$ cat src/rtl/scs8hd_rrarb_ctl_pkg.sv
// Shared arbiter definitions: FSM state encoding, clog2 helper, default hold limit.
// Pure declarations; no logic, no latency.
package scs8hd_arb_pkg;

    typedef enum logic [1:0] {
        IDLE  = 2'b00,
        GRANT = 2'b01,
        GAP   = 2'b10
    } arb_state_e;

    localparam int HOLD_MAX_DFLT = 15;

    function automatic int clog2(input int v);
        int r;
        r = 0;
        while ((1 << r) < v) begin
            r++;
        end
        return r;
    endfunction

endpackage

$ cat src/rtl/scs8hd_rrarb_ctl_if.sv
// Request/grant bundle between requesting logic (master) and the arbiter (slave).
// Wires only; latency and backpressure are set by the arbiter.
interface scs8hd_rrarb_if #(
    parameter int N   = 4,
    parameter int IDW = 2
);
    logic [N-1:0]   REQ;
    logic           DONE;
    logic           EN;
    logic [N-1:0]   GNT;
    logic [IDW-1:0] GNT_ID;
    logic           BUSY;
    logic           TIMEOUT;

    modport master (
        output REQ, DONE, EN,
        input  GNT, GNT_ID, BUSY, TIMEOUT
    );

    modport slave (
        input  REQ, DONE, EN,
        output GNT, GNT_ID, BUSY, TIMEOUT
    );
endinterface

$ cat src/rtl/scs8hd_rrarb_ctl_rr_pick.sv
// Rotating priority encoder: first set req bit scanning ptr, ptr+1, ... with wrap mod N.
// Purely combinational, zero latency; vld_o low when no bit is set.
module scs8hd_rr_pick #(
    parameter int N   = 4,
    parameter int IDW = 2
) (
    input  logic [N-1:0]   req_i,
    input  logic [IDW-1:0] ptr_i,
    output logic [IDW-1:0] idx_o,
    output logic           vld_o
);
    localparam logic [IDW:0] N_W = (IDW+1)'(N);

    logic [N-1:0]   rot;
    logic [IDW-1:0] off;
    logic [IDW:0]   sum;
    logic           found;

    // Rotate so that bit 0 of rot is requester ptr; the first hit is then a plain LSB scan.
    assign rot = N'({req_i, req_i} >> ptr_i);

    always_comb begin
        found = 1'b0;
        off   = '0;
        for (int i = 0; i < N; i++) begin
            if (!found && rot[i]) begin
                found = 1'b1;
                off   = IDW'(i);
            end
        end
        sum = {1'b0, ptr_i} + {1'b0, off};
        if (sum >= N_W) begin
            sum = sum - N_W;
        end
        idx_o = sum[IDW-1:0];
        vld_o = found;
    end

endmodule

$ cat src/rtl/scs8hd_rrarb_ctl.sv
// Round-robin arbiter for one shared resource: IDLE -> GRANT -> GAP, one-hot registered grant.
// Latency: one cycle REQ->GNT; grant held until DONE, request drop or hold limit; one-cycle gap.
module scs8hd_rrarb_ctl
    import scs8hd_arb_pkg::*;
#(
    parameter int N        = 4,
    parameter int HOLD_MAX = HOLD_MAX_DFLT,
    parameter int IDW      = 2
) (
    input  logic             CLK,
    input  logic             RESET,
    scs8hd_rrarb_if.slave    arb
);
    localparam int CW = (clog2(HOLD_MAX + 1) < 1) ? 1 : clog2(HOLD_MAX + 1);
    localparam logic [CW-1:0]  CNT_MAX  = CW'(HOLD_MAX);
    localparam logic [CW-1:0]  CNT_LAST = CW'((HOLD_MAX == 0) ? 0 : HOLD_MAX - 1);
    localparam logic [IDW-1:0] ID_LAST  = IDW'(N - 1);

    arb_state_e     state_q, state_d;
    logic [N-1:0]   gnt_q, gnt_d;
    logic [IDW-1:0] id_q, id_d;
    logic [IDW-1:0] ptr_q, ptr_d;
    logic [CW-1:0]  cnt_q, cnt_d;
    logic           tmo_q, tmo_d;

    logic [IDW-1:0] pick_idx;
    logic           pick_vld;
    logic           rel_done, rel_drop, rel_tmo;

    scs8hd_rr_pick #(
        .N   (N),
        .IDW (IDW)
    ) u_pick (
        .req_i (arb.REQ),
        .ptr_i (ptr_q),
        .idx_o (pick_idx),
        .vld_o (pick_vld)
    );

    always_ff @(posedge CLK) begin
        if (RESET) begin
            state_q <= IDLE;
            gnt_q   <= '0;
            id_q    <= '0;
            ptr_q   <= '0;
            cnt_q   <= '0;
            tmo_q   <= 1'b0;
        end else begin
            state_q <= state_d;
            gnt_q   <= gnt_d;
            id_q    <= id_d;
            ptr_q   <= ptr_d;
            cnt_q   <= cnt_d;
            tmo_q   <= tmo_d;
        end
    end

    always_comb begin
        state_d  = state_q;
        gnt_d    = gnt_q;
        id_d     = id_q;
        ptr_d    = ptr_q;
        cnt_d    = cnt_q;
        tmo_d    = 1'b0;
        rel_done = 1'b0;
        rel_drop = 1'b0;
        rel_tmo  = 1'b0;

        case (state_q)
            IDLE: begin
                if (arb.EN && pick_vld) begin
                    gnt_d   = N'(1) << pick_idx;
                    id_d    = pick_idx;
                    cnt_d   = '0;
                    state_d = GRANT;
                end
            end

            GRANT: begin
                rel_done = arb.DONE;
                // gnt_q is one-hot on the owner, so masking tests REQ[owner].
                rel_drop = ~|(arb.REQ & gnt_q);
                rel_tmo  = (HOLD_MAX != 0) && (cnt_q == CNT_LAST);
                if (rel_done || rel_drop || rel_tmo) begin
                    gnt_d   = '0;
                    state_d = GAP;
                    ptr_d   = (id_q == ID_LAST) ? '0 : id_q + 1'b1;
                    tmo_d   = rel_tmo && !rel_done && !rel_drop;
                end else begin
                    cnt_d = (cnt_q == CNT_MAX) ? cnt_q : cnt_q + 1'b1;
                end
            end

            GAP: begin
                state_d = IDLE;
            end

            default: begin
                state_d = IDLE;
                gnt_d   = '0;
            end
        endcase
    end

    assign arb.GNT     = gnt_q;
    assign arb.GNT_ID  = id_q;
    assign arb.BUSY    = (state_q == GRANT);
    assign arb.TIMEOUT = tmo_q;

endmodule

$ cat src/flat_wrapper.sv
// flat-port wrapper written by rule: the top's interface ports become plain ports
module scs8hd_rrarb_ctl_flat import scs8hd_arb_pkg::*;
#(
    parameter int N        = 4,
    parameter int HOLD_MAX = HOLD_MAX_DFLT,
    parameter int IDW      = 2
)
  (CLK, RESET, arb_REQ, arb_DONE, arb_EN, arb_GNT, arb_GNT_ID, arb_BUSY, arb_TIMEOUT);
  scs8hd_rrarb_if #(.N(N), .IDW(IDW)) arb_i ();
  input  logic CLK;
  input  logic RESET;
  input wire logic [$bits(arb_i.REQ)-1:0] arb_REQ;
  input wire logic [$bits(arb_i.DONE)-1:0] arb_DONE;
  input wire logic [$bits(arb_i.EN)-1:0] arb_EN;
  output wire logic [$bits(arb_i.GNT)-1:0] arb_GNT;
  output wire logic [$bits(arb_i.GNT_ID)-1:0] arb_GNT_ID;
  output wire logic [$bits(arb_i.BUSY)-1:0] arb_BUSY;
  output wire logic [$bits(arb_i.TIMEOUT)-1:0] arb_TIMEOUT;
  assign arb_i.REQ = arb_REQ;
  assign arb_i.DONE = arb_DONE;
  assign arb_i.EN = arb_EN;
  assign arb_GNT = arb_i.GNT;
  assign arb_GNT_ID = arb_i.GNT_ID;
  assign arb_BUSY = arb_i.BUSY;
  assign arb_TIMEOUT = arb_i.TIMEOUT;
  scs8hd_rrarb_ctl #(.N(N), .HOLD_MAX(HOLD_MAX), .IDW(IDW)) u_core (.CLK(CLK), .RESET(RESET), .arb(arb_i));
endmodule
$ cat config.mk
export PLATFORM = sky130hd
export DESIGN_NAME = scs8hd_rrarb_ctl_flat
export DESIGN_NICKNAME = d
export VERILOG_FILES = /design/src/rtl/scs8hd_rrarb_ctl_pkg.sv /design/src/rtl/scs8hd_rrarb_ctl_if.sv /design/src/rtl/scs8hd_rrarb_ctl_rr_pick.sv /design/src/rtl/scs8hd_rrarb_ctl.sv /design/src/flat_wrapper.sv
export SDC_FILE = /design/constraint.sdc
export NUM_CORES = 1
export LEC_CHECK = 0
export CELL_PAD_IN_SITES_DETAIL_PLACEMENT = 0
export CELL_PAD_IN_SITES_GLOBAL_PLACEMENT = 1
export CORE_MARGIN = 10
export CORE_UTILIZATION = 40
export DETAILED_ROUTE_END_ITERATION = 6
export PLACE_DENSITY = 0.91
export SYNTH_ARGS = -nofsm -noshare
export SYNTH_HDL_FRONTEND = slang
export SYNTH_SLANG_ARGS = --single-unit
$ cat constraint.sdc
create_clock -name CLK -period 4.4 [get_ports CLK]
set_input_delay 0.88 -clock CLK [delete_from_list [all_inputs] [get_ports CLK]]
set_output_delay 0.88 -clock CLK [all_outputs]
set_load 0.03 [all_outputs]
==> flow_summary_export.csv <==
group,metric,value,unit
outcome,outcome,"finished clean",
logic_synthesis,ys_types,44,
power_and_ir_drop,netSwitchingFraction,0.347,
power_and_ir_drop,p_per_area,290,mW/mm^2
power_and_ir_drop,internal_power,0.000222,W
timing,min_period,2.93,ns
timing,drv_slew,0,
floorplan,die_w,69.9,um
cells_and_area,drive_above_1_share,0.104,
logic_synthesis,ys_warn_count,0,
route,initialDrtViolationCount,85,
logic_synthesis,syn_inst,122,
logic_synthesis,synth_area_per_cell,8.17,sq um
worst_setup_path,r2r_slack,2.22,ns
place,gp_congestion,0.926,
min_path,min-delay-start,"u_core.arb.GNT[0]$_SDFFE_PP0P_",
min_path,hp-class,"reg -> reg",
cells_and_area,stdcell_count,164,
clock_tree,htreeDepth,1,
floorplan,rows,18,
timing,finalCritPeriodShare,0.666,
logic_synthesis,synth_edf_count,0,
timing,worstMarginPinSlew,0.594,ns
worst_setup_path,endpoint_kind,"output port",
global_routing,grt_pass1_vias,902,
timing,rsz0062_at_grt,"false",
logic_synthesis,syn-num-nets,134,
worst_setup_path,timing.rr.end,"u_core.arb.GNT[2]$_SDFFE_PP0P_",
place,port_buffers,15,
global_routing,grt_max_degree,11,
worst_setup_path,reg2reg_depth,8,
worst_setup_path,crit_required,3.52,ns
route,drcViolationCount,0,
floorplan,core_area,0.00243,sq mm
power_and_ir_drop,seq_power_share,0.463,
power_and_ir_drop,vdd_ir_drop_max,187,uV
global_routing,track_usage,0.0962,
min_path,holdPathStages,2,
clock_tree,cts_made_buffers,3,
global_routing,overflow,0,
worst_setup_path,timing.rr.start,"u_core.ptr_q[0]$_SDFFE_PP0P_",
timing,tns,0,ns
clock_tree,cts-resized-gates,0,
global_routing,antenna_found_initial,0,
route,firstDrtPassIters,4,
logic_synthesis,ys_ff_latch,15,
worst_setup_path,startpoint_type,"register",
place,dp_cells,160,
route,vias_per_cell,6.04,
cells_and_area,nets,147,
timing,relSlewSlack,0.603,
clock_tree,clock_latency,0.28,ns
run,cap_violations,0,
logic_synthesis,ys.flop_type,"dfxtp_1",
timing,max_freq,341,MHz
clock_tree,cts_setup_buffers,0,
floorplan,io_pins,16,
clock_tree,root_buffer,"clkbuf_4",
worst_setup_path,crit_arrival,2.05,ns
logic_synthesis,synth_area,997,sq um
clock_tree,postCtsHoldBufs,0,
clock_tree,cts.sinks,15,
timing,setup_viol,0,
clock_tree,cts_tree,"yes",
clock_tree,clock_path_buffers,2,
worst_setup_path,crit_type,"reg -> out",
logic_synthesis,async_flop_share,0,
floorplan,fp.dieH,69.9,um
timing,hold_viol_final,0,
timing,clock_skew,0.00409,ns
logic_synthesis,ys_seq_area_frac,0.301,
clock_tree,path_clk_slew,0.10,ns
power_and_ir_drop,leakage,0.444,nW
power_and_ir_drop,pwr-share-clk,0.236,
power_and_ir_drop,power_frac_comb,0.301,
cells_and_area,n_antenna_cell,0,
route,wl,2400,um
route,via_count,990,
worst_setup_path,path_max_fanout,8,
power_and_ir_drop,p_sw,0.000118,W
place,hpwl,1850,um
floorplan,die_area,0.00489,sq mm
route,drtAntennaViolNets,0,
route,wl_per_cell,14.6,um
min_path,min_to,"u_core.arb.GNT[0]$_SDFFE_PP0P_",
cells_and_area,syn_to_final_growth,17.4,%
floorplan,start_util,0.410,
global_routing,grt_pass1_wl,4120,um
==> area by class of cell <==
type	count	area, sq um
sequential	15	300
timing repair buffer	15	150
multi-input combinational	95	637
clock inverter	1	5.00
inverter	5	18.8
clock buffer	3	22.5
fill	250	1260
tap	30	37.5
==> synthesized netlist by cell type, types with 3 or more instances <==
| cell type | n | area, sq um |
|---|---|---|
| a21oi_1 | 8 | 40.0 |
| and3_1 | 3 | 18.8 |
| dfxtp_1 | 15 | 300 |
| ha_1 | 4 | 50.1 |
| inv_1 | 5 | 18.8 |
| nand2_1 | 5 | 18.8 |
| nand3_1 | 16 | 80.1 |
| nor2_1 | 14 | 52.6 |
| nor4_1 | 4 | 25.0 |
| o211ai_1 | 3 | 22.5 |
| o21ai_0 | 5 | 25.0 |
==> flip-flops by register name (all words and copies together) (netlist names) <==
name,flops
u_core.arb.GNT_ID,2
u_core.arb.GNT,4
u_core.cnt_q,4
u_core.state_q,2
u_core.arb.TIMEOUT,1
u_core.ptr_q,2
==> how the worst max path moves through the flow <==
stage                                              start                             end  slack (ns)  cells past startpoint
after floorplan                               arb_REQ[1]  u_core.arb.GNT[0]$_SDFFE_PP0P_        1.98                      9
after global placement                        arb_REQ[0]  u_core.arb.GNT[2]$_SDFFE_PP0P_        1.33                      9
after detailed placement                      arb_REQ[0]  u_core.arb.GNT[2]$_SDFFE_PP0P_        1.25                      9
after CTS                 u_core.state_q[0]$_SDFFE_PP0P_                        arb_BUSY        1.47                      2
after global routing                          arb_REQ[0]  u_core.arb.GNT[2]$_SDFFE_PP0P_        1.31                      9
final                     u_core.state_q[0]$_SDFFE_PP0P_                        arb_BUSY        1.47                      2
==> worst max-delay path, stage by stage (launching register included) <==
cell,delay [ns]
dfxtp_1,0.44
nor2b_1,0.53
clkdlybuf4s50_1,0.79
==> metal layers <==
| layer | global-route usage | vias to the layer above | wire length (um) |
|---|---|---|---|
| li1 | - | 482 | - |
| met1 | 0.122 | 474 | 1100 |
| met2 | 0.160 | 28 | 1160 |
| met3 | 0.0141 | 6 | 90 |
| met4 | 0.0329 | 0 | 39 |
| met5 | 0 | - | 0 |
==> cell usage in the layout (no fill, tap or decap), drive strengths merged, types with 4 or more instances in the layout <==
cell	netlist	final
a21oi	10	10
clkdlybuf4s50	0	15
dfxtp	15	15
ha	4	4
inv	5	5
nand2	6	6
nand3	16	16
nor2	14	14
nor4	4	4
o21ai	6	6
==> power by group through the flow <==
stage | logic [W] | clock network (W) | registers (W)
after floorplan | 0.0000673 | 0 | 0.000165
final | 0.000102 | 0.0000800 | 0.000157
after detailed placement | 0.000102 | 0 | 0.000160
after global routing | 0.000113 | 0.0000889 | 0.000159
after global placement | 0.000100 | 0 | 0.000160
after CTS | 0.000102 | 0.0000808 | 0.000157
==> cell families after synthesis <==
kind of cell / after synthesis / share of synthesized area
flops: 15 / 0.301
buf+inv: 12 / 0.0602
compound gates: 35 / 0.281
simple gates: 51 / 0.261
fa+ha+maj: 4 / 0.0502
xor+xnor: 3 / 0.0264
mux: 2 / 0.0201
==> per-stage QoR <==
stage	instance area (sq um)	utilization	setup slack, ns	total power, W	hold slack, ns
floorplan	997	-	1.98	0.000233	0.519
global placement	1140	0.470	1.33	0.000260	0.489
detailed placement	1140	0.470	1.25	0.000263	0.485
CTS	1170	0.481	1.47	0.000340	0.498
global route	1170	0.481	1.31	0.000361	0.530
finish	1170	0.481	1.47	0.000339	0.498
Power figures use the tool's default switching activity.
